--- src/rtl/instruction_fetch_pkg.sv ---
// Shared definitions for the fetch stage: opcodes, register names, instruction
// field positions, fetch state encodings and the bubble word.
package instruction_fetch_pkg;

    localparam logic [3:0] NOP = 4'd0;
    localparam logic [3:0] LED = 4'd1;
    localparam logic [3:0] BLE = 4'd2;
    localparam logic [3:0] STO = 4'd3;
    localparam logic [3:0] ADD = 4'd4;
    localparam logic [3:0] JMP = 4'd5;
    localparam logic [3:0] SUB = 4'd6;

    localparam logic [7:0] R0 = 8'd0;
    localparam logic [7:0] R1 = 8'd1;
    localparam logic [7:0] R2 = 8'd2;
    localparam logic [7:0] R3 = 8'd3;
    localparam logic [7:0] R4 = 8'd4;
    localparam logic [7:0] R5 = 8'd5;
    localparam logic [7:0] R6 = 8'd6;
    localparam logic [7:0] R7 = 8'd7;

    localparam int OPCODE_MSB = 27;
    localparam int OPCODE_LSB = 24;
    localparam int DEST_MSB   = 23;
    localparam int DEST_LSB   = 16;
    localparam int SRCA_MSB   = 15;
    localparam int SRCA_LSB   = 8;
    localparam int SRCB_MSB   = 7;
    localparam int SRCB_LSB   = 0;

    localparam logic [27:0] BUBBLE = {NOP, 24'd0};

    typedef enum logic [1:0] {
        FS_IDLE  = 2'd0,
        FS_RUN   = 2'd1,
        FS_STALL = 2'd2
    } fetch_state_e;

    typedef enum logic [1:0] {
        PC_HOLD   = 2'd0,
        PC_INC    = 2'd1,
        PC_BRANCH = 2'd2,
        PC_JUMP   = 2'd3
    } pc_sel_e;

    function automatic logic [3:0] opcode_of(input logic [27:0] instr);
        return instr[OPCODE_MSB:OPCODE_LSB];
    endfunction

    // Branch/jump targets are 8-bit fields, zero-extended to the PC width.
    function automatic logic [15:0] target_of(input logic [27:0] instr);
        return {8'd0, instr[DEST_MSB:DEST_LSB]};
    endfunction

endpackage

--- src/rtl/instruction_fetch_pc_next.sv ---
// Combinational next-PC selection for the fetch stage: hold, increment,
// execute-stage branch redirect or early JMP redirect.
module fetch_pc_next
    import instruction_fetch_pkg::*;
(
    input  fetch_state_e  state,
    input  logic [15:0]   pc,
    input  logic          stall,
    input  logic          branch_taken,
    input  logic [15:0]   branch_target,
    input  logic          early_jmp,
    input  logic [15:0]   jmp_target,
    output pc_sel_e       pc_sel,
    output logic [15:0]   next_pc
);

    // Priority: execute redirect, then stall, then early JMP, then sequential.
    always_comb begin
        pc_sel = PC_HOLD;
        case (state)
            FS_RUN, FS_STALL: begin
                if (branch_taken) begin
                    pc_sel = PC_BRANCH;
                end else if (stall) begin
                    pc_sel = PC_HOLD;
                end else if (early_jmp) begin
                    pc_sel = PC_JUMP;
                end else begin
                    pc_sel = PC_INC;
                end
            end
            default: pc_sel = PC_HOLD;
        endcase
    end

    // PC arithmetic wraps modulo 2^16.
    always_comb begin
        next_pc = pc;
        case (pc_sel)
            PC_HOLD:   next_pc = pc;
            PC_INC:    next_pc = pc + 16'd1;
            PC_BRANCH: next_pc = branch_target;
            PC_JUMP:   next_pc = jmp_target;
            default:   next_pc = pc;
        endcase
    end

endmodule

--- src/rtl/instruction_fetch.sv ---
// Program-counter sequencer feeding the fetch/decode pipeline register.
// Optional feature: FETCH_EARLY_JMP_EN resolves JMP in fetch with one bubble.
module instruction_fetch
    import instruction_fetch_pkg::*;
#(
    parameter logic [15:0] RESET_PC = 16'd0
) (
    input  logic        Clock,
    input  logic        Reset,
    input  logic        iEnable,
    input  logic        iStall,
    input  logic        iBranchTaken,
    input  logic [15:0] iBranchTarget,
    output logic [15:0] oAddress,
    input  logic [27:0] iInstruction,
    output logic [27:0] oInstruction,
    output logic [15:0] oPC,
    output logic        oValid
);

    fetch_state_e state;
    logic [15:0]  pc;
    logic [15:0]  next_pc;
    logic [15:0]  jmp_target;
    logic         early_jmp;
    pc_sel_e      pc_sel;

    assign oAddress   = pc;
    assign jmp_target = target_of(iInstruction);

`ifdef FETCH_EARLY_JMP_EN
    assign early_jmp = (opcode_of(iInstruction) == JMP);
`else
    assign early_jmp = 1'b0;
`endif

    fetch_pc_next u_pc_next (
        .state         (state),
        .pc            (pc),
        .stall         (iStall),
        .branch_taken  (iBranchTaken),
        .branch_target (iBranchTarget),
        .early_jmp     (early_jmp),
        .jmp_target    (jmp_target),
        .pc_sel        (pc_sel),
        .next_pc       (next_pc)
    );

    // State, PC and pipeline register; a redirect always replaces the
    // younger wrong-path instruction with a bubble.
    always_ff @(posedge Clock or posedge Reset) begin
        if (Reset) begin
            state        <= FS_IDLE;
            pc           <= RESET_PC;
            oInstruction <= BUBBLE;
            oPC          <= 16'd0;
            oValid       <= 1'b0;
        end else begin
            pc <= next_pc;
            case (state)
                FS_IDLE: begin
                    if (iEnable) begin
                        state <= FS_RUN;
                    end else begin
                        state <= FS_IDLE;
                    end
                end
                FS_RUN, FS_STALL: begin
                    case (pc_sel)
                        PC_BRANCH, PC_JUMP: begin
                            oInstruction <= BUBBLE;
                            oValid       <= 1'b0;
                            state        <= FS_RUN;
                        end
                        PC_INC: begin
                            oInstruction <= iInstruction;
                            oPC          <= pc;
                            oValid       <= 1'b1;
                            state        <= FS_RUN;
                        end
                        PC_HOLD: begin
                            state <= FS_STALL;
                        end
                        default: begin
                            state <= FS_IDLE;
                        end
                    endcase
                end
                default: begin
                    state <= FS_IDLE;
                end
            endcase
        end
    end

endmodule

--- config.mk ---
export PLATFORM = sky130hd
export DESIGN_NAME = instruction_fetch
export DESIGN_NICKNAME = d
export VERILOG_FILES = /design/src/rtl/instruction_fetch_pkg.sv /design/src/rtl/instruction_fetch_pc_next.sv /design/src/rtl/instruction_fetch.sv
export SDC_FILE = /design/constraint.sdc
export NUM_CORES = 1
export LEC_CHECK = 0
export ABC_CLOCK_PERIOD_IN_PS = 3200
export CORE_MARGIN = 4
export CORE_UTILIZATION = 40
export CTS_CLUSTER_DIAMETER = 60
export DETAILED_ROUTE_END_ITERATION = 10
export PLACE_DENSITY = 0.74
export SLEW_MARGIN = 10
export SYNTH_ARGS = -nofsm -noshare
export SYNTH_HDL_FRONTEND = slang
export SYNTH_SLANG_ARGS = --single-unit
export TNS_END_PERCENT = 5
--- constraint.sdc ---
create_clock -name Clock -period 3.2 [get_ports Clock]
set_input_delay 0.32 -clock Clock [delete_from_list [all_inputs] [get_ports Clock]]
set_output_delay 0.32 -clock Clock [all_outputs]
set_load 0.03 [all_outputs]
==> impl_metrics.xml <==
<?xml version="1.0" encoding="UTF-8"?>
<metrics>
  <group name="status">
    <metric name="status" unit="">finished, final reports clean</metric>
  </group>
  <group name="floorplanning">
    <metric name="floorplan.initialDensity" unit="">0.414</metric>
    <metric name="floorplan.die_area" unit="sq um">8430</metric>
    <metric name="floorplan.die.height" unit="microns">91.8</metric>
    <metric name="ios" unit="">110</metric>
    <metric name="row_count" unit="">30</metric>
    <metric name="die_wd" unit="microns">91.8</metric>
    <metric name="floorplan.core_area" unit="sq um">6790</metric>
  </group>
  <group name="power_and_ir_drop">
    <metric name="power.net_switching" unit="mW">1.94</metric>
    <metric name="cell_internal_pwr" unit="mW">2.51</metric>
    <metric name="combPwrFrac" unit="">0.501</metric>
    <metric name="seq_power_share" unit="">0.331</metric>
    <metric name="power.leakage" unit="nW">1.95</metric>
    <metric name="max-vdd-ir-drop" unit="V">0.000533</metric>
    <metric name="sw_frac_of_total" unit="">0.435</metric>
    <metric name="power-per-cell-area" unit="nW/um^2">1060</metric>
    <metric name="power.clock.fraction" unit="">0.168</metric>
  </group>
  <group name="detailed_routing">
    <metric name="routed_wirelength" unit="mm">7.52</metric>
    <metric name="vias_per_cell" unit="">5.02</metric>
    <metric name="drt_drc_violations_left" unit="">0</metric>
    <metric name="vias" unit="">2564</metric>
    <metric name="dr.first_iter.drc_count" unit="">138</metric>
    <metric name="drt_pre_antenna_iters" unit="">4</metric>
    <metric name="detail_route.wl_per_cell" unit="microns">14.7</metric>
    <metric name="antenna_left" unit="">0</metric>
  </group>
  <group name="logic_synthesis">
    <metric name="syn_avg_cell_area" unit="sq um">9.18</metric>
    <metric name="synth.cell_area" unit="sq um">2810</metric>
    <metric name="ys_top_cells_by_area" unit="">sky130_fd_sc_hd__dfrtp_1, sky130_fd_sc_hd__nand2_1, sky130_fd_sc_hd__nand3_1, sky130_fd_sc_hd__a221o_1, sky130_fd_sc_hd__ha_1</metric>
    <metric name="synthDominantAreaCellType" unit="">sky130_fd_sc_hd__dfrtp_1</metric>
    <metric name="mappedNetlistNets" unit="">358</metric>
    <metric name="yosysWarningCount" unit="">0</metric>
    <metric name="number_of_storage_elements_in_the_synthesis_netlist" unit="">63</metric>
    <metric name="yosys.area.top_type_share" unit="">0.561</metric>
    <metric name="ys.flop_type" unit="">sky130_fd_sc_hd__dfrtp_1</metric>
    <metric name="yosysSeqAreaShare" unit="">0.561</metric>
    <metric name="number_of_enable_type_register_cells_in_the_synthesized_netlist" unit="">0</metric>
    <metric name="async_reset_ff_frac" unit="">1.00</metric>
    <metric name="synth.distinct_cells" unit="">44</metric>
    <metric name="syn-instance-count" unit="">306</metric>
  </group>
  <group name="clock_network">
    <metric name="tritoncts" unit="">yes</metric>
    <metric name="root_buffer" unit="">sky130_fd_sc_hd__clkbuf_8</metric>
    <metric name="cts_buffer_depth" unit="">2</metric>
    <metric name="post_cts_resized" unit="">0</metric>
    <metric name="post-cts-setup-buffer-count" unit="">0</metric>
    <metric name="worst_skew_pair.late_latency" unit="ns">0.33</metric>
    <metric name="total_cts_buffers" unit="">9</metric>
    <metric name="clk_pin_slew_worst_paths" unit="ns">0.07</metric>
    <metric name="cts.sink_count" unit="">63</metric>
    <metric name="ctsHtreeMaxLevel" unit="">3</metric>
    <metric name="hold_buffers" unit="">0</metric>
  </group>
  <group name="global_routing">
    <metric name="global_route.overflow_total" unit="">0</metric>
    <metric name="first_pass_grt_wire_length" unit="mm">12.4</metric>
    <metric name="grt_pass1_vias" unit="">2485</metric>
    <metric name="global_route.peak_usage_layer" unit="">met2</metric>
    <metric name="number_of_antenna_violations_at_the_first_check_in_global_routing" unit="">0</metric>
    <metric name="grt_use_met1" unit="">0.254</metric>
    <metric name="grt_util_met3" unit="">0.0295</metric>
    <metric name="groute.usage.overall" unit="">0.184</metric>
    <metric name="grt_max_degree" unit="">45</metric>
    <metric name="grt_util_met2" unit="">0.283</metric>
  </group>
  <group name="setup_path">
    <metric name="worst-r2r-setup-slack" unit="ns">0.83</metric>
    <metric name="path_max_fanout" unit="">34</metric>
    <metric name="critical_path.top_delay_family" unit="">simple AND/OR/NAND/NOR gates</metric>
    <metric name="r2r_end" unit="">oAddress[12]$_DFFE_PP0P_</metric>
    <metric name="regToRegStartpoint" unit="">state[1]$_DFF_PP0_</metric>
    <metric name="crit_type" unit="">reg2reg</metric>
    <metric name="cpPeakStageDelay" unit="ns">0.77</metric>
    <metric name="worst_setup_path_start_kind" unit="">flop</metric>
    <metric name="worstPathCellList" unit="">inv_1 &gt; ha_1 &gt; or3b_2 &gt; nand2_1 &gt; o21ai_0 &gt; a221o_1</metric>
    <metric name="timing.critical_path.arrival" unit="ns">2.58</metric>
    <metric name="worst_path_max_delay_cell" unit="">sky130_fd_sc_hd__or3b_2</metric>
    <metric name="worstPathBufferInverterCount" unit="">1</metric>
    <metric name="path_depth" unit="">6</metric>
    <metric name="cp-end-kind" unit="">flop</metric>
    <metric name="rr_worst_depth" unit="">6</metric>
    <metric name="worst-endpoint-required" unit="ns">3.41</metric>
    <metric name="crit_startpoint" unit="">state[1]$_DFF_PP0_</metric>
    <metric name="critical_path_capture_point" unit="">oAddress[12]$_DFFE_PP0P_</metric>
  </group>
  <group name="finish">
    <metric name="n_fill_cell" unit="">609</metric>
    <metric name="final_core_util" unit="">0.615</metric>
    <metric name="areaGrowthSynthToFinish" unit="%">48.6</metric>
    <metric name="antennaDiodeCount" unit="">0</metric>
    <metric name="numnets_final" unit="">462</metric>
    <metric name="drive_gt1_frac" unit="">0.0747</metric>
    <metric name="layout_common_cells" unit="">sky130_fd_sc_hd__nand2_1, sky130_fd_sc_hd__clkdlybuf4s50_1, sky130_fd_sc_hd__dfrtp_1</metric>
    <metric name="layout.cells.most_common" unit="">sky130_fd_sc_hd__nand2_1</metric>
  </group>
  <group name="sta">
    <metric name="timing.final.max_slew_violations" unit="">0</metric>
    <metric name="layout_min_cycle_time" unit="ns">2.37</metric>
    <metric name="setup_ws" unit="ns">0.832</metric>
    <metric name="timing.slew.headroom" unit="">0.519</metric>
    <metric name="hold_ws" unit="ns">0.295</metric>
    <metric name="post-route-period-util" unit="">0.740</metric>
    <metric name="grt_setup_unrepaired" unit="">no</metric>
    <metric name="setup_total_negative_slack" unit="ns">0</metric>
    <metric name="timing.final.setup_violations" unit="">0</metric>
    <metric name="worst_slew_pin_slew" unit="ns">0.719</metric>
    <metric name="fin_hold_viols" unit="">0</metric>
    <metric name="highest_clock_frequency_the_design_can_meet" unit="MHz">422</metric>
    <metric name="clock-skew-final" unit="ns">0.00948</metric>
  </group>
  <group name="placed_design">
    <metric name="place_ws" unit="ns">0.741</metric>
    <metric name="numPortBuffers" unit="">109</metric>
    <metric name="place.gp.congestion" unit="">0.766</metric>
    <metric name="post-dp-hpwl" unit="mm">5.28</metric>
  </group>
  <group name="worst_hold_path">
    <metric name="path_class_of_the_lowest_slack_min_delay_path" unit="">in2async</metric>
  </group>
  <group name="flow_run">
    <metric name="timing.max_cap.violations" unit="">0</metric>
  </group>
</metrics>
[routing by layer]
layer,up-vias,part of all wire
met5,-,0
met4,0,0.024
met3,17,0.049
met2,88,0.46
met1,1212,0.47
li1,1247,-
[worst min path at each step]
stage,start,to,slack [ns],cells past startpoint
4_1_cts,Reset,oInstruction[15]$_DFFE_PP0P_,0.29,2
6_report,Reset,oInstruction[15]$_DFFE_PP0P_,0.29,2
5_1_grt,Reset,oInstruction[16]$_DFFE_PP0P_,0.35,2
3_5_place_dp,oPC[2]$_DFFE_PP0P_,oPC[2]$_DFFE_PP0P_,0.46,2
3_3_place_gp,oPC[9]$_DFFE_PP0P_,oPC[9]$_DFFE_PP0P_,0.46,2
2_1_floorplan,iInstruction[0],oInstruction[0]$_DFFE_PP0P_,0.43,2
[layout make-up]
cell class | count | area, sq um | share of cell area
inverters | 4 | 15.0 | 0.00360
well taps | 96 | 120 | 0.0288
clock inverters | 6 | 83.8 | 0.0201
flip-flops and latches | 63 | 1580 | 0.378
clock buffers | 10 | 128 | 0.0306
repair buffers | 113 | 1120 | 0.269
multi-input cells | 219 | 1130 | 0.271
[synthesized netlist by cell type (2+ instances only)]
library cell,n
sky130_fd_sc_hd__clkbuf_1,6
sky130_fd_sc_hd__o21ai_0,7
sky130_fd_sc_hd__a211o_1,3
sky130_fd_sc_hd__nand4_1,3
sky130_fd_sc_hd__nor3b_1,2
sky130_fd_sc_hd__nor3_1,6
sky130_fd_sc_hd__nand3_1,32
sky130_fd_sc_hd__buf_1,7
sky130_fd_sc_hd__dfrtp_1,63
sky130_fd_sc_hd__ha_1,3
sky130_fd_sc_hd__a21o_1,2
sky130_fd_sc_hd__nor2_1,3
sky130_fd_sc_hd__o31ai_1,2
sky130_fd_sc_hd__a21oi_1,2
sky130_fd_sc_hd__o211ai_1,2
sky130_fd_sc_hd__nor4_1,3
sky130_fd_sc_hd__inv_1,4
sky130_fd_sc_hd__a221o_1,6
sky130_fd_sc_hd__nand2_1,120
sky130_fd_sc_hd__a31oi_1,2
sky130_fd_sc_hd__buf_2,5
[worst register-to-register path: cells and delay by family (launching register included)]
kind            cells  cell delay (ns)
fa+ha+maj           1             0.35
buf+inv             1             0.05
compound gates      2             0.45
simple gates        2             1.06
flops               1             0.35
[power by group through the flow]
stage | clock network, mW | registers, mW | logic, mW
floorplan | 0 | 2.12 | 0.649
global placement | 0 | 1.47 | 2.22
detailed placement | 0 | 1.48 | 2.24
CTS | 0.762 | 1.47 | 2.25
global route | 0.801 | 1.53 | 2.39
finish | 0.746 | 1.47 | 2.23
[through the flow]
| step | instance area [sq um] | cells | total power, mW |
|---|---|---|---|
| 2_1_floorplan | 2810 | 306 | 2.77 |
| 3_3_place_gp | 3960 | 495 | 3.69 |
| 3_5_place_dp | 3960 | 495 | 3.73 |
| 4_1_cts | 4180 | 511 | 4.49 |
| 5_1_grt | 4180 | 511 | 4.72 |
| 6_report | 4180 | 511 | 4.45 |
[kinds of logic after synthesis]
kind of cell,share of synthesized area
AO/OA/AOI/OAI,0.0864
buffers and inverters,0.0383
XOR/XNOR,0.00312
AND/OR/NAND/NOR,0.298
adder cells (fa/ha/maj),0.0134
flip-flops,0.561
[state kept, by name, indices dropped and copies added (netlist names)]
name / flops
oPC: 16
oInstruction: 28
state: 2
oAddress: 16
oValid: 1
Power figures use the tool's default switching activity.
